==> src/rtl/fmul_seq.sv <==
// -----------------------------------------------------------------------------
// fmul_seq -- iterative IEEE-754 multiplier (radix-2 shift-add mantissa loop)
//
// One operand pair per transaction over valid/ready. The normal path runs the
// mantissa loop for M+1 cycles and then normalises in one cycle. Special
// operands bypass the loop and reach DONE one cycle after accept.
// Subnormal inputs are treated as zero. Underflowing results are flushed to
// zero. No subnormal result is ever produced.
//
// Parameters
//   N : word width; 32 => 1/8/23 (bias 127), 64 => 1/11/52 (bias 1023)
//
// Configuration macro
//   FMUL_RNE_EN : when defined, NORM rounds to nearest, ties to even.
//                 When undefined, NORM truncates (round toward zero).
//
// Ports
//   clk        in   1  rising-edge clock
//   rst_n      in   1  asynchronous active-low reset
//   in_valid   in   1  operand pair valid
//   in_ready   out  1  high only in IDLE
//   a, b       in   N  IEEE operands, sampled on in_valid && in_ready
//   out_valid  out  1  result valid, held until consumed
//   out_ready  in   1  downstream accepts result
//   out        out  N  IEEE product, stable while out_valid
// -----------------------------------------------------------------------------
module fmul_seq #(
  parameter int N = 32
) (
  input  logic         clk,
  input  logic         rst_n,
  input  logic         in_valid,
  output logic         in_ready,
  input  logic [N-1:0] a,
  input  logic [N-1:0] b,
  output logic         out_valid,
  input  logic         out_ready,
  output logic [N-1:0] out
);

  localparam int E    = (N == 64) ? 11 : 8;
  localparam int M    = (N == 64) ? 52 : 23;
  localparam int BIAS = (1 << (E - 1)) - 1;
  localparam int CW   = $clog2(M + 2);
  localparam logic signed [E+1:0] EXP_INF = (E+2)'((1 << E) - 1);

  typedef enum logic [1:0] {IDLE, CALC, NORM, DONE} state_t;

  state_t state, state_next;

  logic                  sign_r;
  logic [M:0]            ma, mb, acc;
  logic                  lo1;          // most recent bit shifted out of acc
`ifdef FMUL_RNE_EN
  logic                  lo2;          // bit shifted out one cycle earlier
  logic                  stk;          // OR of all older shifted-out bits
`endif
  logic [CW-1:0]         cnt;
  logic signed [E+1:0]   exp_r;
  logic [N-1:0]          out_r;

  // Operand decode
  logic [E-1:0] ea, eb;
  logic [M-1:0] fa, fb;
  logic         a_nan, b_nan, a_inf, b_inf, a_zero, b_zero;
  logic         special, sign_in, accept;
  logic [N-1:0] special_out;

  assign ea     = a[N-2 -: E];
  assign eb     = b[N-2 -: E];
  assign fa     = a[M-1:0];
  assign fb     = b[M-1:0];
  assign a_nan  = (&ea) && (|fa);
  assign b_nan  = (&eb) && (|fb);
  assign a_inf  = (&ea) && !(|fa);
  assign b_inf  = (&eb) && !(|fb);
  assign a_zero = !(|ea);
  assign b_zero = !(|eb);
  assign special = a_nan | b_nan | a_inf | b_inf | a_zero | b_zero;
  assign sign_in = a[N-1] ^ b[N-1];
  assign accept  = in_valid && in_ready;

  // NOTE: every variable written in an always_comb gets a value on every path
  // (defaults first); otherwise synthesis infers a latch to hold the old value.
  always_comb begin
    special_out = {sign_in, {(N-1){1'b0}}};
    if (a_nan || b_nan || (a_inf && b_zero) || (b_inf && a_zero))
      special_out = {N{1'b1}};
    else if (a_inf || b_inf)
      special_out = {sign_in, {E{1'b1}}, {M{1'b0}}};
  end

  // One shift-add step: add the multiplicand when the multiplier LSB is set,
  // then shift the partial product right so that acc keeps the top M+1 bits.
  logic [M+1:0] sum;
  assign sum = {1'b0, acc} + {1'b0, (mb[0] ? ma : '0)};

  // Normalisation: acc holds P[2M+1:M+1], and P lies in [1,4).
  logic [M-1:0]        frac_n;
  logic signed [E+1:0] exp_n;
  logic [N-1:0]        norm_out;
`ifdef FMUL_RNE_EN
  logic                guard, sticky, carry;
`endif

  always_comb begin
    frac_n = acc[M] ? acc[M-1:0] : {acc[M-2:0], lo1};
    exp_n  = exp_r + {{(E+1){1'b0}}, acc[M]};
`ifdef FMUL_RNE_EN
    carry  = 1'b0;
    guard  = acc[M] ? lo1 : lo2;
    sticky = acc[M] ? (lo2 | stk) : stk;
    if (guard && (sticky || frac_n[0])) begin
      // A carry out of the fraction means the mantissa rounded up to 2.0.
      {carry, frac_n} = {1'b0, frac_n} + (M+1)'(1);
      exp_n = exp_n + {{(E+1){1'b0}}, carry};
    end
`endif
    if (exp_n >= EXP_INF)
      norm_out = {sign_r, {E{1'b1}}, {M{1'b0}}};
    else if (exp_n[E+1] || (exp_n == '0))
      norm_out = {sign_r, {(N-1){1'b0}}};
    else
      norm_out = {sign_r, exp_n[E-1:0], frac_n};
  end

  // NOTE: sequential state uses non-blocking assignments so that every flop
  // samples the values from before the clock edge, whatever the statement order.
  always_ff @(posedge clk or negedge rst_n) begin
    if (!rst_n) state <= IDLE;
    else        state <= state_next;
  end

  always_comb begin
    state_next = state;
    in_ready   = 1'b0;
    out_valid  = 1'b0;
    case (state)
      IDLE: begin
        in_ready = 1'b1;
        if (in_valid) state_next = special ? DONE : CALC;
      end
      CALC: if (cnt == CW'(1)) state_next = NORM;
      NORM: state_next = DONE;
      DONE: begin
        out_valid = 1'b1;
        if (out_ready) state_next = IDLE;
      end
      default: state_next = IDLE;
    endcase
  end

  // NOTE: the datapath registers are reset too, so that an aborted transaction
  // leaves no stale operands behind and out reads zero after reset.
  always_ff @(posedge clk or negedge rst_n) begin
    if (!rst_n) begin
      sign_r <= 1'b0;
      ma     <= '0;
      mb     <= '0;
      acc    <= '0;
      lo1    <= 1'b0;
`ifdef FMUL_RNE_EN
      lo2    <= 1'b0;
      stk    <= 1'b0;
`endif
      cnt    <= '0;
      exp_r  <= '0;
      out_r  <= '0;
    end else begin
      case (state)
        IDLE: if (accept) begin
          sign_r <= sign_in;
          ma     <= {1'b1, fa};
          mb     <= {1'b1, fb};
          acc    <= '0;
          lo1    <= 1'b0;
`ifdef FMUL_RNE_EN
          lo2    <= 1'b0;
          stk    <= 1'b0;
`endif
          cnt    <= CW'(M + 1);
          exp_r  <= (E+2)'(ea) + (E+2)'(eb) - (E+2)'(BIAS);
          if (special) out_r <= special_out;
        end
        CALC: begin
          acc <= sum[M+1:1];
          lo1 <= sum[0];
`ifdef FMUL_RNE_EN
          lo2 <= lo1;
          stk <= stk | lo2;
`endif
          mb  <= mb >> 1;
          cnt <= cnt - CW'(1);
        end
        NORM:    out_r <= norm_out;
        default: ;
      endcase
    end
  end

  assign out = out_r;

endmodule

==> config.mk <==
export PLATFORM = sky130hd
export DESIGN_NAME = fmul_seq
export DESIGN_NICKNAME = d
export VERILOG_FILES = /design/src/rtl/fmul_seq.sv
export SDC_FILE = /design/constraint.sdc
export NUM_CORES = 1
export LEC_CHECK = 0
export CORE_MARGIN = 2
export CORE_UTILIZATION = 57
export DETAILED_ROUTE_END_ITERATION = 6
export PLACE_DENSITY = 0.82
export SYNTH_ARGS = -nofsm -noshare
export SYNTH_HDL_FRONTEND = slang
export SYNTH_SLANG_ARGS = --single-unit
==> constraint.sdc <==
create_clock -name clk -period 3.3 [get_ports clk]
set_input_delay 0.33 -clock clk [delete_from_list [all_inputs] [get_ports clk]]
set_output_delay 0.33 -clock clk [all_outputs]
set_load 0.05 [all_outputs]
* After elaboration in Yosys (flattened, before gate mapping)
Index checks and enable logic that the tools add are counted.
Storage, ports and cells: flip-flop bits (word level) 123, bits in latches 0, RAM bits 0, memory bits (read-only) 0, input port bits 68, output and inout port bits 34, logic and storage cells 84, memories kept 0
Operators by class: add/sub/neg operators 5, $mul 0, divide/modulo/power cells 0, order comparisons 1, eq/ne operators 9, shifts and indexed selects 0, multiplexer cells 24, bitwise gates (word level) 6, reductions and logical operators 30
Operators by type and width (number):
- two-way mux 32 bit | 3
- one-hot mux 24 bit (2 select lines) | 2
- two-way mux 31 bit | 3
- two-way mux 24 bit | 3
- one-hot mux 32 bit (2 select lines) | 1
- OR reduction 23 bit | 2
- adder 24 x 24 -> 25 bit | 1
- two-way mux 23 bit | 1
- AND reduction 8 bit | 2
- OR reduction 8 bit | 2
- adder 10 x 1 -> 10 bit | 1
- greater-or-equal comparator 10 x 9 -> 1 bit (second input constant) | 1
- zero test 10 bit | 1
- != test 2 bit (second input constant) | 5
- one-hot mux 5 bit (2 select lines) | 1
- subtractor 9 x 7 -> 10 bit (second input constant) | 1
- adder 8 x 8 -> 9 bit | 1
- two-way mux 2 bit | 4
- one-hot mux 2 bit (4 select lines) | 1
- logical AND 1 bit | 7
- AND reduction 3 bit | 2
- == test 5 x 1 -> 1 bit (second input constant) | 1
- logical OR 1 bit | 5
- two-way mux 5 bit | 1
- other kinds (11) | 23

* Depth between registers and ports, before layout
Gate-level depths: netlist of run 1.
word-level depth 10, mapped depth 11, gate-level depth less buffers 11

* Worst setup path after synthesis of run 1
OpenSTA, ideal clock, no wires.
kind register to register, start point register mb[0], end point register acc[15], library setup time 0.124 ns, arrival time 2.444 ns, required time 3.176 ns, path slack 0.732 ns, cell stages (with the launch flop) 12, buffers on the path 1, clock period less this slack 2.568 ns, cell sequence dfrtp_1 -> clkbuf_1 -> and2_1 -> ha_1 -> inv_1 -> fa_1 -> nor2b_1 -> o2111ai_1 -> a211oi_2 -> o2111a_1 -> nor3_1 -> a211o_1
Between the ends: longest elaborated chain between the ends 3
RTL lines:
- from (decl) | RTL line 52 | logic [M:0] ma, mb, acc;
- from (signal assigned) | RTL line 174 | mb <= {1'b1, fb};
- from (signal assigned) | RTL line 192 | mb <= mb >> 1;
- two-way mux 24 bit | RTL line 96 | assign sum = {1'b0, acc} + {1'b0, (mb[0] ? ma : '0)};
- adder 24 x 24 -> 25 bit | RTL line 96
- one-hot mux 24 bit (2 select lines) | RTL line 170 | case (state)
- to (signal assigned) | RTL line 186 | acc <= sum[M+1:1];
- to (decl) | RTL line 52
No other way between the ends. A chain may end at the register's enable or synchronous reset.

* Worst setup path after layout of run 1
Ends and elaborated chain as after synthesis.

==> flow_metrics.py, run 1 <==
metrics = {
    "logic_synthesis": {
        "synth.top_cell.area_share": 0.384,
        "synthArstFlopShare": 1.00,
        "syn_nets": 946,
        "ys_seq_elements": 123,
        "syn_avg_cell_area_um2": 9.68,
        "ys.flop_type": "dfrtp_1",
        "syn_area_um2": 8020,
        "syn_inst": 829,
        "synth_edf_count": 0,
        "ys_seq_area_frac": 0.384,
        "ys_top_cells_by_area": "dfrtp_1 38%, ha_1 7.3%, mux2_2 6.9%, o22ai_1 3.6%, mux2i_1 3.5%",
        "synthTopCellsByCount": "123 x dfrtp_1, 61 x nand2_1, 52 x a21oi_1",
        "synth_most_common_cell": "dfrtp_1",
        "ys_types": 72,
        "synth_largest_area_cell": "dfrtp_1",
        "yosysWarnings": 0,
    },
    "sta": {
        "finalCriticalPeriod_ns": 3.01,
        "timing.hold.ws_ns": -0.0312,
        "fin_tns_setup_ns": 0,
        "rsz0062_at_grt": "no",
        "finalSetupViolCount": 0,
        "fmax_mhz": 332,
        "finalMaxSlewViolations": 0,
        "fin_crit_sh": 0.912,
        "slew_headroom": 0.432,
        "tightest_slew_ns": 0.852,
        "hold_viol": 13,
        "skew_ns": 0.00686,
    },
    "worst_setup_path": {
        "cp_top_family": "compound AO/OA/AOI/OAI gates",
        "path_buf_inv": 1,
        "crit_chain": "and2_1, ha_1, inv_1, fa_1, nor2b_1, o2111ai_1, a211oi_2, o2111a_1, nor3_1, a211o_1",
        "cp.arrival_ns": 3.31,
        "crit_path_max_incr_delay_ns": 0.73,
        "critPathMaxFanout": 22,
        "cpMaxStageDelayCell": "dfrtp_1",
        "crit_path_start_kind": "flop",
        "worstSetupEndpointType": "flop",
        "path_class": "flop to flop",
        "required_ns": 3.61,
    },
    "clock_tree": {
        "cts_tree": "yes",
        "clock_latency_ns": 0.42,
        "clk_path_buf_depth": 2,
        "cts_made_buffers": 17,
        "postCtsResizedCells": 0,
        "clock-sinks": 123,
        "h-tree-depth": 4,
        "post_cts_buffers": 0,
        "ctsHoldBuffers": 0,
        "path_clk_slew_ns": 0.05,
        "cts_root_buffer": "clkbuf_16",
    },
    "placed_design": {
        "portBuffers": 101,
        "place_congestion": 0.918,
        "placed_cells": 1073,
        "place_area_um2": 9140,
        "hpwl_um": 13800,
    },
    "run_status": {
        "status": "complete, but fails checks",
        "violations": "hold timing",
    },
    "cells_and_area": {
        "fin_area_um2": 9660,
        "drive_above_1_share": 0.123,
        "diodes": 0,
        "fin_cells": 1102,
        "area_growth_pct": 20.5,
        "nets": 1029,
    },
    "floorplan": {
        "start_util": 0.580,
        "ios": 102,
        "core_region_area_um2": 13800,
        "die_x_um": 123,
        "rows": 43,
        "die_y_um": 123,
        "dieArea_um2": 15000,
    },
    "global_route": {
        "grt_max_degree": 65,
        "grt.overflow.total": 0,
        "grt_pass1_vias": 6465,
        "antenna_found_initial": 1,
        "grt_pass1_wl_um": 31800,
        "grtUsageTotal": 0.269,
    },
    "detailed_routing": {
        "firstDrtPassIters": 5,
        "wl_um": 18900,
        "post-route-drc-count": 0,
        "vias_per_cell": 6.12,
        "drt-initial-drc-count": 514,
        "ant_nets": 0,
        "vias": 6743,
        "wl_per_cell_um": 17.2,
    },
    "flow_run": {
        "drv_cap": 0,
    },
    "hold_path": {
        "hold_class": "primary input to asynchronous set/reset pin",
    },
    "power_and_ir_drop": {
        "p_leak_nw": 3.99,
        "power-per-cell-area_nw_per_um2": 1090,
        "irDropWorstVdd_mv": 0.624,
    },
}
-- registers in the layout, summed over array words and instances (netlist names) --
register  flops
out          32
acc          24
ma           24
mb           24
exp_r        10
cnt           5
state         2
lo1           1
sign_r        1
-- worst reg2reg max path: cells and delay by family (launching register included) --
| family | cells | cell delay [ns] |
|---|---|---|
| buffers and inverters | 1 | 0.06 |
| adders and majority gates | 2 | 0.58 |
| AOI/OAI and AO/OA | 4 | 1.06 |
| DFF | 1 | 0.73 |
| and+or+nand+nor | 3 | 0.46 |
-- routing by layer --
metal / up-vias / wire, um / GRT usage
met5: - / 0 / 0
met4: 0 / 369 / 0.103
met3: 32 / 1080 / 0.0530
met2: 229 / 8660 / 0.408
met1: 3200 / 8820 / 0.380
li1: 3282 / - / -
-- stage by stage --
stage / power, mW / util / worst slack, ns
floorplan: 7.35 / - / 0.732
global placement: 8.67 / 0.661 / 0.407
detailed placement: 8.82 / 0.661 / 0.358
CTS: 10.5 / 0.699 / 0.294
global route: 11.3 / 0.699 / 0.0349
finish: 10.5 / 0.699 / 0.292
-- area by class of cell --
type,count,area [um^2]
Sequential cell,123,3080
Clock buffer,27,513
Timing Repair Buffer,116,1130
Multi-Input combinational cell,630,4610
Tap cell,180,225
Fill cell,1042,4160
Clock inverter,2,10.0
Inverter,24,90.1
-- cells by family (layout without fill, tap and decap cells) --
family,after synthesis,in the layout,share of synthesized area
AO/OA/AOI/OAI,245,245,0.212
XOR/XNOR,26,26,0.0293
adder cells (fa/ha/maj),49,49,0.0783
buffers and inverters,76,169,0.0423
flip-flops,123,123,0.384
multiplexers,77,77,0.104
AND/OR/NAND/NOR,233,233,0.151
-- placed cells by master (no fill, tap or decap), types with 14 or more instances in the layout --
| cell | synthesis | routed |
|---|---|---|
| and2_1 | 25 | 25 |
| inv_1 | 24 | 24 |
| o22ai_1 | 46 | 46 |
| nor2_1 | 31 | 31 |
| xnor2_1 | 18 | 18 |
| nand2_1 | 61 | 60 |
| clkbuf_16 | 0 | 17 |
| mux2_2 | 49 | 49 |
| o22a_1 | 24 | 24 |
| a21oi_1 | 52 | 52 |
| mux2i_1 | 28 | 27 |
| clkdlybuf4s50_1 | 0 | 100 |
| ha_1 | 47 | 46 |
| o21ai_0 | 37 | 37 |
| nand3_1 | 14 | 14 |
| nor3_1 | 37 | 37 |
| dfrtp_1 | 123 | 123 |
| buf_4 | 2 | 15 |
-- worst paths after layout --
check	start	to	slack, ns	cells past startpoint
worst min register to register	ma[23]	ma[23]	0.46	1
max in group asynchronous	rst_n	exp_r[0]	2.52	2
worst max-delay path	mb[0]	acc[15]	0.29	10
min in group clk	ma[23]	ma[23]	0.46	1
worst max register to register	mb[0]	acc[15]	0.29	10
worst min-delay path	rst_n	ma[20]	-0.03	1
-- report_power, final --
| part | internal [mW] | total (mW) | switching (mW) |
|---|---|---|---|
| clock | 1.04 | 1.66 | 0.621 |
| combinational | 2.52 | 5.90 | 3.38 |
| sequential | 2.28 | 2.97 | 0.693 |
| total | 5.84 | 10.5 | 4.70 |
No activity file was read; power rests on OpenSTA's default activity.
==> inputs of run 2 (changes only) <==
--- a/config.mk
+++ b/config.mk
@@ -12,3 +12,4 @@
 export SYNTH_ARGS = -nofsm -noshare
 export SYNTH_HDL_FRONTEND = slang
 export SYNTH_SLANG_ARGS = --single-unit
+export TNS_END_PERCENT = 5
==> constraint.sdc (replaced) <==
create_clock -name clk -period 3.15 [get_ports clk]
set_input_delay 0.315 -clock clk [delete_from_list [all_inputs] [get_ports clk]]
set_output_delay 0.315 -clock clk [all_outputs]
set_load 0.05 [all_outputs]
==> run 2 against run 1 <==
  * The flow now finishes without violations
  * Clock power increased by 13%
  * Critical path type unchanged
  * Die area unchanged
  * Global-route usage is 0.30 points higher
  * Largest cell class unchanged
==> flow_metrics.py, run 2 (synthesis gave the netlist of run 1 again) <==
metrics = {
    "detailed_routing": {
        "wl_um": 19000,
        "wl_per_cell_um": 17.1,
        "firstDrtPassIters": 5,
        "ant_nets": 0,
        "post-route-drc-count": 0,
        "vias_per_cell": 6.08,
        "vias": 6749,
        "drt-initial-drc-count": 570,
    },
    "clock_tree": {
        "clock-sinks": 123,
        "clock_latency_ns": 0.43,
        "cts_tree": "yes",
        "clk_path_buf_depth": 2,
        "h-tree-depth": 4,
        "cts_root_buffer": "clkbuf_16",
        "path_clk_slew_ns": 0.05,
        "cts_made_buffers": 17,
    },
    "floorplan": {
        "core_region_area_um2": 13800,
        "rows": 43,
        "dieArea_um2": 15000,
        "die_y_um": 123,
        "ios": 102,
        "die_x_um": 123,
        "start_util": 0.580,
    },
    "placed_design": {
        "place_congestion": 0.917,
        "pre_cts_ws_ns": 0.147,
        "hpwl_um": 14000,
        "portBuffers": 101,
    },
    "sta": {
        "rsz0062_at_grt": "no",
        "finalWorstSetupSlack_ns": 0.353,
        "fin_tns_setup_ns": 0,
        "finalMaxSlewViolations": 0,
        "finalSetupViolCount": 0,
        "slew_headroom": 0.402,
        "fmax_mhz": 358,
        "skew_ns": 0.00846,
        "fin_crit_sh": 0.888,
        "finalCriticalPeriod_ns": 2.80,
        "tightest_slew_ns": 0.897,
        "hold_viol": 0,
    },
    "global_route": {
        "grt_pass1_vias": 6545,
        "grt.overflow.total": 0,
        "grtUsageTotal": 0.271,
        "grt_max_degree": 63,
        "grt_pass1_wl_um": 32300,
        "antenna_found_initial": 1,
    },
    "power_and_ir_drop": {
        "power-per-cell-area_nw_per_um2": 1150,
        "comb_power_share": 0.555,
        "clock_power_share": 0.167,
        "pwr-share-seq": 0.278,
        "irDropWorstVdd_mv": 0.601,
        "p_total_mw": 11.2,
        "p_leak_nw": 4.02,
        "power.switching_mw": 4.97,
        "switching_share": 0.444,
        "intPower_mw": 6.22,
    },
    "worst_setup_path": {
        "required_ns": 3.46,
        "crit_chain": "and2_1, ha_1, inv_1, fa_1, nor2b_1, o2111ai_1, a211oi_2, o2111a_1, nor3_1, a211o_1",
        "worstSetupEndpointType": "flop",
        "cpMaxStageDelayCell": "dfrtp_2",
        "path_class": "flop to flop",
        "critPathMaxFanout": 22,
        "cp.arrival_ns": 3.10,
        "crit_path_start_kind": "flop",
        "crit_path_max_incr_delay_ns": 0.58,
    },
    "cells_and_area": {
        "drive_above_1_share": 0.130,
        "largest_reg_flops": 32,
        "nets": 1033,
        "final_cell_mix": "122 x dfrtp_1, 100 x clkdlybuf4s50_1, 60 x nand2_1, 52 x a21oi_1, 49 x mux2_2",
        "area_growth_pct": 21.3,
        "final_common_cell": "dfrtp_1",
    },
    "run_status": {
        "status": "complete, no violations",
    },
    "flow_run": {
        "drv_cap": 0,
    },
    "hold_path": {
        "hold_class": "primary input to asynchronous set/reset pin",
    },
}
-- run 2: cell count changes in the layout (fill, tap and decap cells not counted), sizes merged --
cell         previous run  this run
buf                    16        19
clkinvlp                0         2
bufinv                  0         1
clkbuf                 27        26
clkinv                  2         3
diode                   0         1
dlygate4sd3             0         1
-- run 2: cell type report --
cell class	instances	area [um^2]
Clock inverter	6	60.1
Clock buffer	26	509
Fill cell	1045	4090
Sequential cell	123	3080
Antenna cell	1	2.50
Inverter	24	90.1
Tap cell	180	225
Multi-Input combinational cell	630	4610
Timing Repair Buffer	120	1150
-- run 2: power by group through the flow --
stage               Combinational, mW  Clock [mW]  Sequential [mW]
finish                           6.21        1.87             3.11
global route                     6.83        1.94             3.22
CTS                              6.18        1.88             3.10
detailed placement               6.14           0             3.12
global placement                 6.00           0             3.08
floorplan                        4.15           0             3.56
-- run 2: per-layer routing --
| layer | track usage | vias up | share of wire |
|---|---|---|---|
| met4 | 0.0991 | 0 | 0.022 |
| met2 | 0.419 | 205 | 0.46 |
| met5 | 0 | - | 0 |
| met3 | 0.0488 | 26 | 0.058 |
| met1 | 0.384 | 3218 | 0.46 |
| li1 | - | 3300 | - |
-- run 2: worst paths after layout --
| check | startpoint | endpoint | slack [ns] | depth (start not counted) |
|---|---|---|---|---|
| setup / recovery | mb[0] | acc[15] | 0.35 | 10 |
| hold / removal | rst_n | mb[20] | 0.31 | 2 |
| setup reg to reg | mb[0] | acc[15] | 0.35 | 10 |
| hold reg to reg | ma[23] | ma[23] | 0.46 | 1 |
| max in group asynchronous | rst_n | mb[0] | 1.79 | 3 |
| min in group clk | ma[23] | ma[23] | 0.46 | 1 |
-- run 2: metrics by stage --
stage | hold slack (ns) | std cells | util | area, um^2
3_5_place_dp | 0.197 | 1076 | 0.662 | 9150
4_1_cts | 0.319 | 1109 | 0.704 | 9730
3_3_place_gp | 0.194 | 1076 | 0.662 | 9150
5_1_grt | 0.330 | 1109 | 0.704 | 9730
6_report | 0.308 | 1110 | 0.704 | 9730
2_1_floorplan | 0.0194 | 829 | - | 8020
-- run 2: critical path, delay by kind of cell, from the launching register on --
family	cells	cell delay, ns
buffers and inverters	1	0.06
adders and majority gates	2	0.58
DFF	1	0.58
and+or+nand+nor	3	0.43
AOI/OAI and AO/OA	4	1.02
-- run 2: repair_timing --
item | 4_1_cts | 5_1_grt
endpoints found under the hold margin | 16 | 0
endpoints found under the setup margin | 0 | 5
buffers inserted | 0 | 0
resized for setup | 0 | 1
hold buffers | 1 | 0
==> inputs of run 3 (changes only) <==
--- a/config.mk
+++ b/config.mk
@@ -7,6 +7,7 @@
 export LEC_CHECK = 0
 export CORE_MARGIN = 2
 export CORE_UTILIZATION = 57
+export CTS_CLUSTER_DIAMETER = 40
 export DETAILED_ROUTE_END_ITERATION = 6
 export PLACE_DENSITY = 0.82
 export SYNTH_ARGS = -nofsm -noshare
==> results of run 3 <==
Final layout, timing and power as in run 2 (identical DEF).
